===== src/rtl/axi_resp_router.sv =====
// axi_resp_router: steers AR/AW/W handshakes and R/B responses between the
// granted master and NUM_S slaves, with a built-in default slave that answers
// unmapped regions with DECERR.
`timescale 1ns/1ps
module axi_resp_router #(
    parameter int NUM_S      = 2,
    parameter int ID_W       = 8,
    parameter int DATA_W     = 32,
    parameter int ADDR_W     = 32,
    parameter int REGION_LSB = 16
) (
    input  logic                      ACLK,
    input  logic                      ARESET,

    input  logic                      ARVALID,
    input  logic [ADDR_W-1:0]         ARADDR,
    input  logic [ID_W-1:0]           ARID,
    input  logic [3:0]                ARLEN,
    output logic                      ARREADY,

    output logic [ID_W-1:0]           RID,
    output logic [DATA_W-1:0]         RDATA,
    output logic [1:0]                RRESP,
    output logic                      RLAST,
    output logic                      RVALID,
    input  logic                      RREADY,

    input  logic                      AWVALID,
    input  logic [ADDR_W-1:0]         AWADDR,
    input  logic [ID_W-1:0]           AWID,
    output logic                      AWREADY,

    input  logic                      WVALID,
    input  logic                      WLAST,
    output logic                      WREADY,

    output logic [ID_W-1:0]           BID,
    output logic [1:0]                BRESP,
    output logic                      BVALID,
    input  logic                      BREADY,

    input  logic [NUM_S-1:0]          ARREADY_S,
    input  logic [NUM_S-1:0]          AWREADY_S,
    input  logic [NUM_S-1:0]          WREADY_S,

    input  logic [NUM_S*ID_W-1:0]     RID_S,
    input  logic [NUM_S*DATA_W-1:0]   RDATA_S,
    input  logic [NUM_S*2-1:0]        RRESP_S,
    input  logic [NUM_S-1:0]          RLAST_S,
    input  logic [NUM_S-1:0]          RVALID_S,

    input  logic [NUM_S*ID_W-1:0]     BID_S,
    input  logic [NUM_S*2-1:0]        BRESP_S,
    input  logic [NUM_S-1:0]          BVALID_S,

    output logic [NUM_S-1:0]          RREADY_S,
    output logic [NUM_S-1:0]          BREADY_S
);

    // Select encoding: 0..NUM_S-1 are real slaves, NUM_S is the default slave.
    localparam int SEL_W    = $clog2(NUM_S + 1);
    localparam int REGION_W = ADDR_W - REGION_LSB;
    localparam logic [SEL_W-1:0] SEL_DEF = SEL_W'(NUM_S);

    localparam logic [1:0] RESP_DECERR = 2'b11;

    localparam logic [1:0] R_IDLE = 2'd0;
    localparam logic [1:0] R_DATA = 2'd1;
    localparam logic [1:0] R_DERR = 2'd2;

    localparam logic [1:0] W_IDLE = 2'd0;
    localparam logic [1:0] W_DATA = 2'd1;
    localparam logic [1:0] W_RESP = 2'd2;

    logic [1:0]       r_state;
    logic [SEL_W-1:0] r_sel;
    logic [ID_W-1:0]  r_id;
    logic [3:0]       r_len;
    logic [3:0]       r_cnt;

    logic [1:0]       w_state;
    logic [SEL_W-1:0] w_sel;
    logic [ID_W-1:0]  w_id;

    logic [SEL_W-1:0] ar_sel;
    logic [SEL_W-1:0] aw_sel;

    // Offset bits below the region index never influence routing.
    logic unused_addr_bits;
    assign unused_addr_bits = ^{ARADDR[REGION_LSB-1:0], AWADDR[REGION_LSB-1:0]};

    // Any region index that is not a real slave falls through to the default slave.
    function automatic logic [SEL_W-1:0] decode(input logic [REGION_W-1:0] region);
        logic [SEL_W-1:0] sel;
        sel = SEL_DEF;
        for (int k = 0; k < NUM_S; k++) begin
            if (region == REGION_W'(k)) begin
                sel = SEL_W'(k);
            end
        end
        return sel;
    endfunction

    assign ar_sel = decode(ARADDR[ADDR_W-1:REGION_LSB]);
    assign aw_sel = decode(AWADDR[ADDR_W-1:REGION_LSB]);

    // Read-side output steering: address ready while idle, slave R passthrough
    // or locally generated DECERR beats while a burst is active.
    always_comb begin
        ARREADY  = 1'b0;
        RID      = '0;
        RDATA    = '0;
        RRESP    = 2'b00;
        RLAST    = 1'b0;
        RVALID   = 1'b0;
        RREADY_S = '0;
        case (r_state)
            R_IDLE: begin
                if (ar_sel == SEL_DEF) begin
                    ARREADY = 1'b1;
                end else begin
                    for (int k = 0; k < NUM_S; k++) begin
                        if (ar_sel == SEL_W'(k)) begin
                            ARREADY = ARREADY_S[k];
                        end
                    end
                end
                if (ARESET) begin
                    ARREADY = 1'b0;
                end
            end
            R_DATA: begin
                for (int k = 0; k < NUM_S; k++) begin
                    if (r_sel == SEL_W'(k)) begin
                        RID         = RID_S[k*ID_W +: ID_W];
                        RDATA       = RDATA_S[k*DATA_W +: DATA_W];
                        RRESP       = RRESP_S[k*2 +: 2];
                        RLAST       = RLAST_S[k];
                        RVALID      = RVALID_S[k];
                        RREADY_S[k] = RREADY;
                    end
                end
            end
            R_DERR: begin
                RVALID = 1'b1;
                RID    = r_id;
                RDATA  = '0;
                RRESP  = RESP_DECERR;
                RLAST  = (r_cnt == r_len);
            end
            default: begin
            end
        endcase
    end

    // Read FSM: latch the decoded target on AR accept, then wait for the
    // slave's RLAST or count out len+1 DECERR beats for the default slave.
    always_ff @(posedge ACLK or posedge ARESET) begin
        if (ARESET) begin
            r_state <= R_IDLE;
            r_sel   <= '0;
            r_id    <= '0;
            r_len   <= '0;
            r_cnt   <= '0;
        end else begin
            case (r_state)
                R_IDLE: begin
                    if (ARVALID && ARREADY) begin
                        r_sel   <= ar_sel;
                        r_id    <= ARID;
                        r_len   <= ARLEN;
                        r_cnt   <= '0;
                        r_state <= (ar_sel == SEL_DEF) ? R_DERR : R_DATA;
                    end
                end
                R_DATA: begin
                    if (RVALID && RREADY && RLAST) begin
                        r_state <= R_IDLE;
                    end
                end
                R_DERR: begin
                    if (RREADY) begin
                        if (r_cnt == r_len) begin
                            r_cnt   <= '0;
                            r_state <= R_IDLE;
                        end else begin
                            r_cnt <= r_cnt + 4'd1;
                        end
                    end
                end
                default: begin
                    r_state <= R_IDLE;
                end
            endcase
        end
    end

    // Write-side output steering: address ready while idle, data ready from
    // the selected slave, then B passthrough or a local DECERR response.
    always_comb begin
        AWREADY  = 1'b0;
        WREADY   = 1'b0;
        BID      = '0;
        BRESP    = 2'b00;
        BVALID   = 1'b0;
        BREADY_S = '0;
        case (w_state)
            W_IDLE: begin
                if (aw_sel == SEL_DEF) begin
                    AWREADY = 1'b1;
                end else begin
                    for (int k = 0; k < NUM_S; k++) begin
                        if (aw_sel == SEL_W'(k)) begin
                            AWREADY = AWREADY_S[k];
                        end
                    end
                end
                if (ARESET) begin
                    AWREADY = 1'b0;
                end
            end
            W_DATA: begin
                if (w_sel == SEL_DEF) begin
                    WREADY = 1'b1;
                end else begin
                    for (int k = 0; k < NUM_S; k++) begin
                        if (w_sel == SEL_W'(k)) begin
                            WREADY = WREADY_S[k];
                        end
                    end
                end
            end
            W_RESP: begin
                if (w_sel == SEL_DEF) begin
                    BVALID = 1'b1;
                    BID    = w_id;
                    BRESP  = RESP_DECERR;
                end else begin
                    for (int k = 0; k < NUM_S; k++) begin
                        if (w_sel == SEL_W'(k)) begin
                            BID         = BID_S[k*ID_W +: ID_W];
                            BRESP       = BRESP_S[k*2 +: 2];
                            BVALID      = BVALID_S[k];
                            BREADY_S[k] = BREADY;
                        end
                    end
                end
            end
            default: begin
            end
        endcase
    end

    // Write FSM: address accept, data beats until WLAST, then one B handshake.
    always_ff @(posedge ACLK or posedge ARESET) begin
        if (ARESET) begin
            w_state <= W_IDLE;
            w_sel   <= '0;
            w_id    <= '0;
        end else begin
            case (w_state)
                W_IDLE: begin
                    if (AWVALID && AWREADY) begin
                        w_sel   <= aw_sel;
                        w_id    <= AWID;
                        w_state <= W_DATA;
                    end
                end
                W_DATA: begin
                    if (WVALID && WREADY && WLAST) begin
                        w_state <= W_RESP;
                    end
                end
                W_RESP: begin
                    if (BVALID && BREADY) begin
                        w_state <= W_IDLE;
                    end
                end
                default: begin
                    w_state <= W_IDLE;
                end
            endcase
        end
    end

endmodule


===== config.mk =====
export PLATFORM = sky130hd
export DESIGN_NAME = axi_resp_router
export DESIGN_NICKNAME = d
export VERILOG_FILES = /design/src/rtl/axi_resp_router.sv
export SDC_FILE = /design/constraint.sdc
export NUM_CORES = 1
export LEC_CHECK = 0
export ABC_CLOCK_PERIOD_IN_PS = 1900
export CORE_MARGIN = 4
export CORE_UTILIZATION = 28
export DETAILED_ROUTE_END_ITERATION = 6
export PLACE_DENSITY = 0.79
export SLEW_MARGIN = 10
export SYNTH_ARGS = -nofsm -noshare
export SYNTH_HDL_FRONTEND = slang
export SYNTH_SLANG_ARGS = --single-unit
export TNS_END_PERCENT = 5

===== constraint.sdc =====
create_clock -name ACLK -period 1.9 [get_ports ACLK]
set_input_delay 0.38 -clock ACLK [delete_from_list [all_inputs] [get_ports ACLK]]
set_output_delay 0.38 -clock ACLK [all_outputs]
set_load 0.005 [all_outputs]

==> flow_summary_export.csv, run 1 <==
group,metric,value,unit
placement,place_hpwl,9710,µm
clock_tree,clock-sinks,32,
sta,worstMarginPinSlew,0.412,ns
grt,grt_pass1_vias,3867,
worst_setup_path,crit_chain,"clkdlybuf4s50_1 -> mux2_2 -> o211a_1 -> dlygate4sd2_1",
floorplanning,start_util,0.290,
power,p_per_area,697,nW/µm²
sta,final.min_clock_period,2.11,ns
clock_tree,cts_tree,"yes",
clock_tree,cts.path.max_buffers,2,
sta,max_slew_margin,0.726,
clock_tree,clkLatencyLatePin,0.28,ns
status,outcome,"finished with violations",
routing,met3_length,966,µm
layout,diodes,0,
floorplanning,std_cell_rows,36,
sta,fin_worst_skew,0.00652,ns
logic_synthesis,synth_top_area_frac,0.282,
logic_synthesis,synth-seq-cells,32,
logic_synthesis,dominantRegCellSynth,"dfrtp_1",
logic_synthesis,synthCells,332,
layout,syn_to_final_growth,116,%
sta,rsz0062_at_grt,"true",
clock_tree,numCtsBuffers,5,
routing,drt-met1-wl,4450,µm
clock_tree,holdBufCountCts,0,
logic_synthesis,synth_top_cell_by_area,"dfrtp_1",
worst_setup_path,cpPeakStageDelay,0.49,ns
placement,numPortBuffers,237,
grt,grt_max_degree,33,
routing,top_layer,"met4",
routing,dr_wl_met2,6560,µm
layout,fin_util,0.626,
floorplanning,die_h,109,µm
floorplanning,ios,270,
routing,firstDrtPassIters,4,
floorplanning,die-area,11800,µm²
logic_synthesis,seq_area_frac_synth,0.282,
clock_tree,htree_levels,2,
routing,wl,12100,µm
grt,grt_usage,0.193,
flow_run,drv_cap,0,
status,violations,"negative setup slack",
floorplanning,core_area,9820,µm²
worst_setup_path,crit_required,1.52,ns
worst_setup_path,cp_max_fo,3,
routing,drc_errors,0,
layout,layout_common_cells,"clkdlybuf4s50_1, mux2i_1, nor2_1, buf_4, buf_2",
logic_synthesis,ys_async_sr_fraction,1.00,
floorplanning,chipWidth,109,µm
worst_setup_path,worst-setup-path-type,"in -> out",
logic_synthesis,synth_edf_count,0,
logic_synthesis,synth_area,2840,µm²
placement,globalplace.congestion,0.836,
worst_setup_path,end_kind,"output pin",
routing,vias,3564,
grt,overflow,0,
layout,nets,831,
logic_synthesis,avgSynthCellArea,8.56,µm²
worst_setup_path,cpMaxStageDelayCell,"clkdlybuf4s50_1",
sta,fin_ws,-0.212,ns
sta,drv_slew,0,
sta,fmax,473,MHz
worst_setup_path,path_delay_family,"buffers and inverters",
layout,drive_gt1_frac,0.340,
logic_synthesis,synth_cell_types,45,
power,power.static_leakage,2.73,nW
grt,grt_pass1_wl,18300,µm
layout,final_common_cell,"clkdlybuf4s50_1",
grt,antenna_found_initial,0,
routing,dr.first_iter.drc_count,194,
routing,viasPerCell,4.73,
sta,fin_crit_sh,1.11,
logic_synthesis,syn_nets,544,
logic_synthesis,yosysWarningCount,0,
sta,finalHoldViolCount,0,
power,irDropWorstVdd,0.382,mV
clock_tree,clk_pin_slew,0.06,ns
layout,nFillCells,853,
sta,hold_ws,0.511,ns
worst_setup_path,critPathArrivalTime,1.73,ns
worst_hold_path,hp-class,"reg -> reg",
worst_setup_path,startpoint_type,"input pin",
routing,ant_nets,0,
routing,routedWlPerCell,16.1,µm
logic_synthesis,synth_area_leaders,"dfrtp_1, mux2i_1, nor2_1",
clock_tree,root_buffer,"clkbuf_8",
sta,setup_violations,40,
worst_setup_path,critPathBufInv,2,
## Yosys cell counts (6+ instances only)
cell type / number
nor2_1: 57
mux2i_1: 52
dfrtp_1: 32
nand2_1: 27
mux2_2: 17
o21ai_0: 16
a21oi_1: 13
and2_1: 11
inv_1: 9
clkbuf_1: 8
nor3_1: 7
mux2_4: 6
nand3_1: 6
## power breakdown
group	internal (mW)	switching [mW]	total [mW]
Combinational	1.52	0.886	2.40
Sequential	0.961	0.201	1.16
Clock	0.463	0.253	0.716
Total	2.94	1.34	4.28
## worst reg2reg max path, delay by kind of cell, from the launching register on
kind                     cells  cell delay (ns)
buffers and inverters        3             0.30
AO/OA/AOI/OAI                2             0.37
adder cells (fa/ha/maj)      1             0.31
flip-flops                   1             0.36
AND/OR/NAND/NOR              3             0.49
## per-layer routing
layer  track usage  up-vias
met5             0        -
met4        0.0478        0
met3        0.0527       15
met2         0.374      154
met1         0.204     1656
li1              -     1739
## cell families after synthesis
| family | count (synthesis) | synth area share |
|---|---|---|
| compound gates | 51 | 0.121 |
| xor+xnor | 4 | 0.0123 |
| fa+ha+maj | 4 | 0.0176 |
| buf+inv | 31 | 0.0541 |
| flops | 32 | 0.282 |
| mux | 75 | 0.282 |
| simple gates | 135 | 0.231 |
## what timing repair did
item,4_1_cts,5_1_grt
gates cloned,2,1
resized for setup,237,105
endpoints found under the setup margin,77,86
pin swaps,19,13
buffers inserted,4,3
## registers in the layout, indices dropped and copies added, names as in the netlist
name	flops
r_len	4
r_sel	2
r_cnt	4
w_id	8
r_state	2
r_id	8
w_sel	2
w_state	2
## per-stage QoR
stage / TNS (ns) / worst slack (ns) / instance area (µm²) / cells / power (mW)
5_1_grt: -6.04 / -0.252 / 6140 / 753 / 4.58
6_report: -1.77 / -0.212 / 6140 / 753 / 4.28
4_1_cts: -2.62 / -0.250 / 5980 / 749 / 4.07
2_1_floorplan: 0 / 0.000916 / 2840 / 332 / 2.13
3_5_place_dp: -22.00 / -0.598 / 5730 / 735 / 3.27
3_3_place_gp: -20.25 / -0.580 / 5730 / 735 / 3.20
## layout make-up
type | count | area [µm²] | area share
clock buffers | 7 | 96.3 | 0.0157
flip-flops and latches | 32 | 806 | 0.131
clock inverters | 1 | 30.0 | 0.00489
repair buffers | 302 | 2850 | 0.464
inverters | 9 | 36.3 | 0.00591
multi-input cells | 269 | 2160 | 0.352
well taps | 133 | 166 | 0.0271
## worst paths after layout
check                      startpoint    endpoint  slack [ns]  depth (start not counted)
setup / recovery           ARADDR[16]     ARREADY       -0.21                          4
hold / removal                w_id[4]     w_id[4]        0.51                          1
setup reg to reg           r_state[1]  r_state[0]       -0.03                          9
hold reg to reg               w_id[4]     w_id[4]        0.51                          1
max in group asynchronous      ARESET    w_sel[1]        0.87                          4
min in group asynchronous      ARESET  r_state[0]        0.70                          4
Note: power is estimated with default switching activity, not from simulation.
==> run 2: changes to the inputs <==
--- a/config.mk
+++ b/config.mk
@@ -6,6 +6,7 @@
 export NUM_CORES = 1
 export LEC_CHECK = 0
 export ABC_CLOCK_PERIOD_IN_PS = 1900
+export CAP_MARGIN = 5
 export CORE_MARGIN = 4
 export CORE_UTILIZATION = 28
 export DETAILED_ROUTE_END_ITERATION = 6
==> results of run 2 <==
The final DEF is identical to that of run 1; final timing and power are the same.
==> run 3: changes to the inputs <==
--- a/config.mk
+++ b/config.mk
@@ -7,6 +7,7 @@
 export LEC_CHECK = 0
 export ABC_CLOCK_PERIOD_IN_PS = 1900
 export CAP_MARGIN = 5
+export CORE_ASPECT_RATIO = 1.2
 export CORE_MARGIN = 4
 export CORE_UTILIZATION = 28
 export DETAILED_ROUTE_END_ITERATION = 6
==> run 3 against run 2 <==
The flow still finishes with violations (negative setup slack). Fmax up 2.8%. Design area up 3.3%. Critical path depth rose by 2. Register-to-register slack worse by 0.09 ns. Highest routed layer unchanged. Critical endpoint is now AWREADY. Global-route usage up 3.4 points. Sequential power hardly changed. Clock-buffer cell count is 1 lower.
==> flow_summary_export.csv, run 3 (synthesis gave the netlist of run 1 again) <==
group,metric,value,unit
layout,nets,836,
clock_tree,htree_levels,2,
sta,rsz0062_at_grt,"true",
floorplanning,core_area,9960,µm²
clock_tree,root_buffer,"clkbuf_16",
layout,final_common_cell,"clkdlybuf4s50_1",
sta,fmax,487,MHz
layout,drive_gt1_frac,0.360,
grt,overflow,0,
floorplanning,ios,270,
worst_setup_path,cp_max_fo,2,
worst_setup_path,r2r_setup_slack,-0.12,ns
routing,vias,3725,
flow_run,drv_cap,0,
worst_setup_path,worst-setup-path-type,"in -> out",
status,violations,"negative setup slack",
sta,setup_violations,29,
floorplanning,chipWidth,100,µm
placement,numPortBuffers,237,
sta,fin_ws,-0.154,ns
layout,fin_cells,752,
grt,grt_pass1_wl,20800,µm
sta,final.min_clock_period,2.05,ns
floorplanning,die_h,118,µm
layout,nFillCells,795,
worst_setup_path,startpoint_type,"input pin",
placement,post-place-cells,731,
clock_tree,clkLatencyLatePin,0.28,ns
power,finalPower,4.49,mW
worst_hold_path,hp-class,"reg -> reg",
power,power.static_leakage,2.86,nW
grt,grt_usage,0.227,
routing,viasPerCell,4.95,
clock_tree,numCtsBuffers,5,
sta,hold_ws,0.509,ns
sta,setup_tns,-1.79,ns
layout,fin_util,0.637,
worst_setup_path,crit_required,1.52,ns
routing,routedWlPerCell,19.0,µm
floorplanning,std_cell_rows,40,
layout,layout_common_cells,"clkdlybuf4s50_1, mux2i_1, buf_4, nor2_1, buf_2",
worst_setup_path,path_delay_family,"simple AND/OR/NAND/NOR gates",
sta,worstMarginPinSlew,0.436,ns
placement,globalplace.congestion,0.881,
floorplanning,start_util,0.285,
clock_tree,clock-sinks,32,
routing,drc_errors,0,
routing,firstDrtPassIters,4,
grt,grt_pass1_vias,4041,
sta,finalHoldViolCount,0,
placement,place_hpwl,11100,µm
layout,syn_to_final_growth,123,%
layout,reg_top3,"r_id x8, w_id x8",
worst_setup_path,cpMaxStageDelayCell,"clkdlybuf4s50_1",
sta,drv_slew,0,
grt,antenna_found_initial,0,
power,p_per_area,707,nW/µm²
power,irDropWorstVdd,0.368,mV
sta,max_slew_margin,0.709,
routing,dr.first_iter.drc_count,125,
clock_tree,cts_tree,"yes",
clock_tree,clk_pin_slew,0.05,ns
routing,wl,14300,µm
clock_tree,holdBufCountCts,0,
worst_setup_path,cpPeakStageDelay,0.41,ns
worst_setup_path,critPathArrivalTime,1.67,ns
sta,fin_worst_skew,0.00417,ns
sta,fin_crit_sh,1.08,
worst_setup_path,crit_chain,"clkdlybuf4s50_1 -> nor4_2 -> nand2_1 -> or2_4 -> o21a_1 -> buf_2",
clock_tree,cts.path.max_buffers,2,
routing,ant_nets,0,
floorplanning,die-area,11800,µm²
worst_setup_path,end_kind,"output pin",
status,outcome,"finished with violations",
grt,grt_max_degree,33,
worst_setup_path,critPathBufInv,2,
run 3: repair_timing:
item,CTS,global route
cloned,3,0
endpoints found under the setup margin,82,83
gates resized for setup,236,115
setup buffers,10,1
pin swaps,10,19
run 3: layout make-up:
cell class | count | area (µm²) | share of cell area
Timing Repair Buffer | 307 | 2950 | 0.465
Multi-Input combinational cell | 269 | 2230 | 0.351
Sequential cell | 32 | 805 | 0.127
Tap cell | 126 | 158 | 0.0248
Clock buffer | 6 | 129 | 0.0203
Inverter | 9 | 38.8 | 0.00611
Clock inverter | 2 | 35.0 | 0.00552
Antenna cell | 1 | 2.50 | 0.000394
run 3: metrics by stage:
stage	setup slack, ns	cell area [µm²]
after floorplan	0.000916	2840
after global placement	-0.587	5780
after detailed placement	-0.664	5780
after CTS	-0.253	6180
after global routing	-0.233	6340
final	-0.154	6340
run 3: routing by layer:
metal / vias up / routed length [µm] / global-route usage
met5: - / 0 / 0
met4: 0 / 303 / 0.0733
met3: 27 / 1510 / 0.0626
met2: 223 / 7330 / 0.429
met1: 1718 / 5110 / 0.235
li1: 1757 / - / -
run 3: power breakdown:
part,switching [mW],leakage [nW],total [mW],internal (mW)
registers,0.178,0.381,1.14,0.962
clock network,0.292,0.0808,0.908,0.616
logic,0.958,2.40,2.44,1.48
run 3: path summary, 6_finish.rpt:
| check | start | end | depth (start not counted) |
|---|---|---|---|
| setup / recovery | AWADDR[18] | AWREADY | 6 |
| max in group asynchronous | ARESET | w_sel[1] | 4 |
| hold reg to reg | w_id[2] | w_id[2] | 1 |
| setup reg to reg | r_state[0] | r_state[0] | 9 |
| hold / removal | w_id[2] | w_id[2] | 1 |
| min in group asynchronous | ARESET | r_sel[1] | 4 |
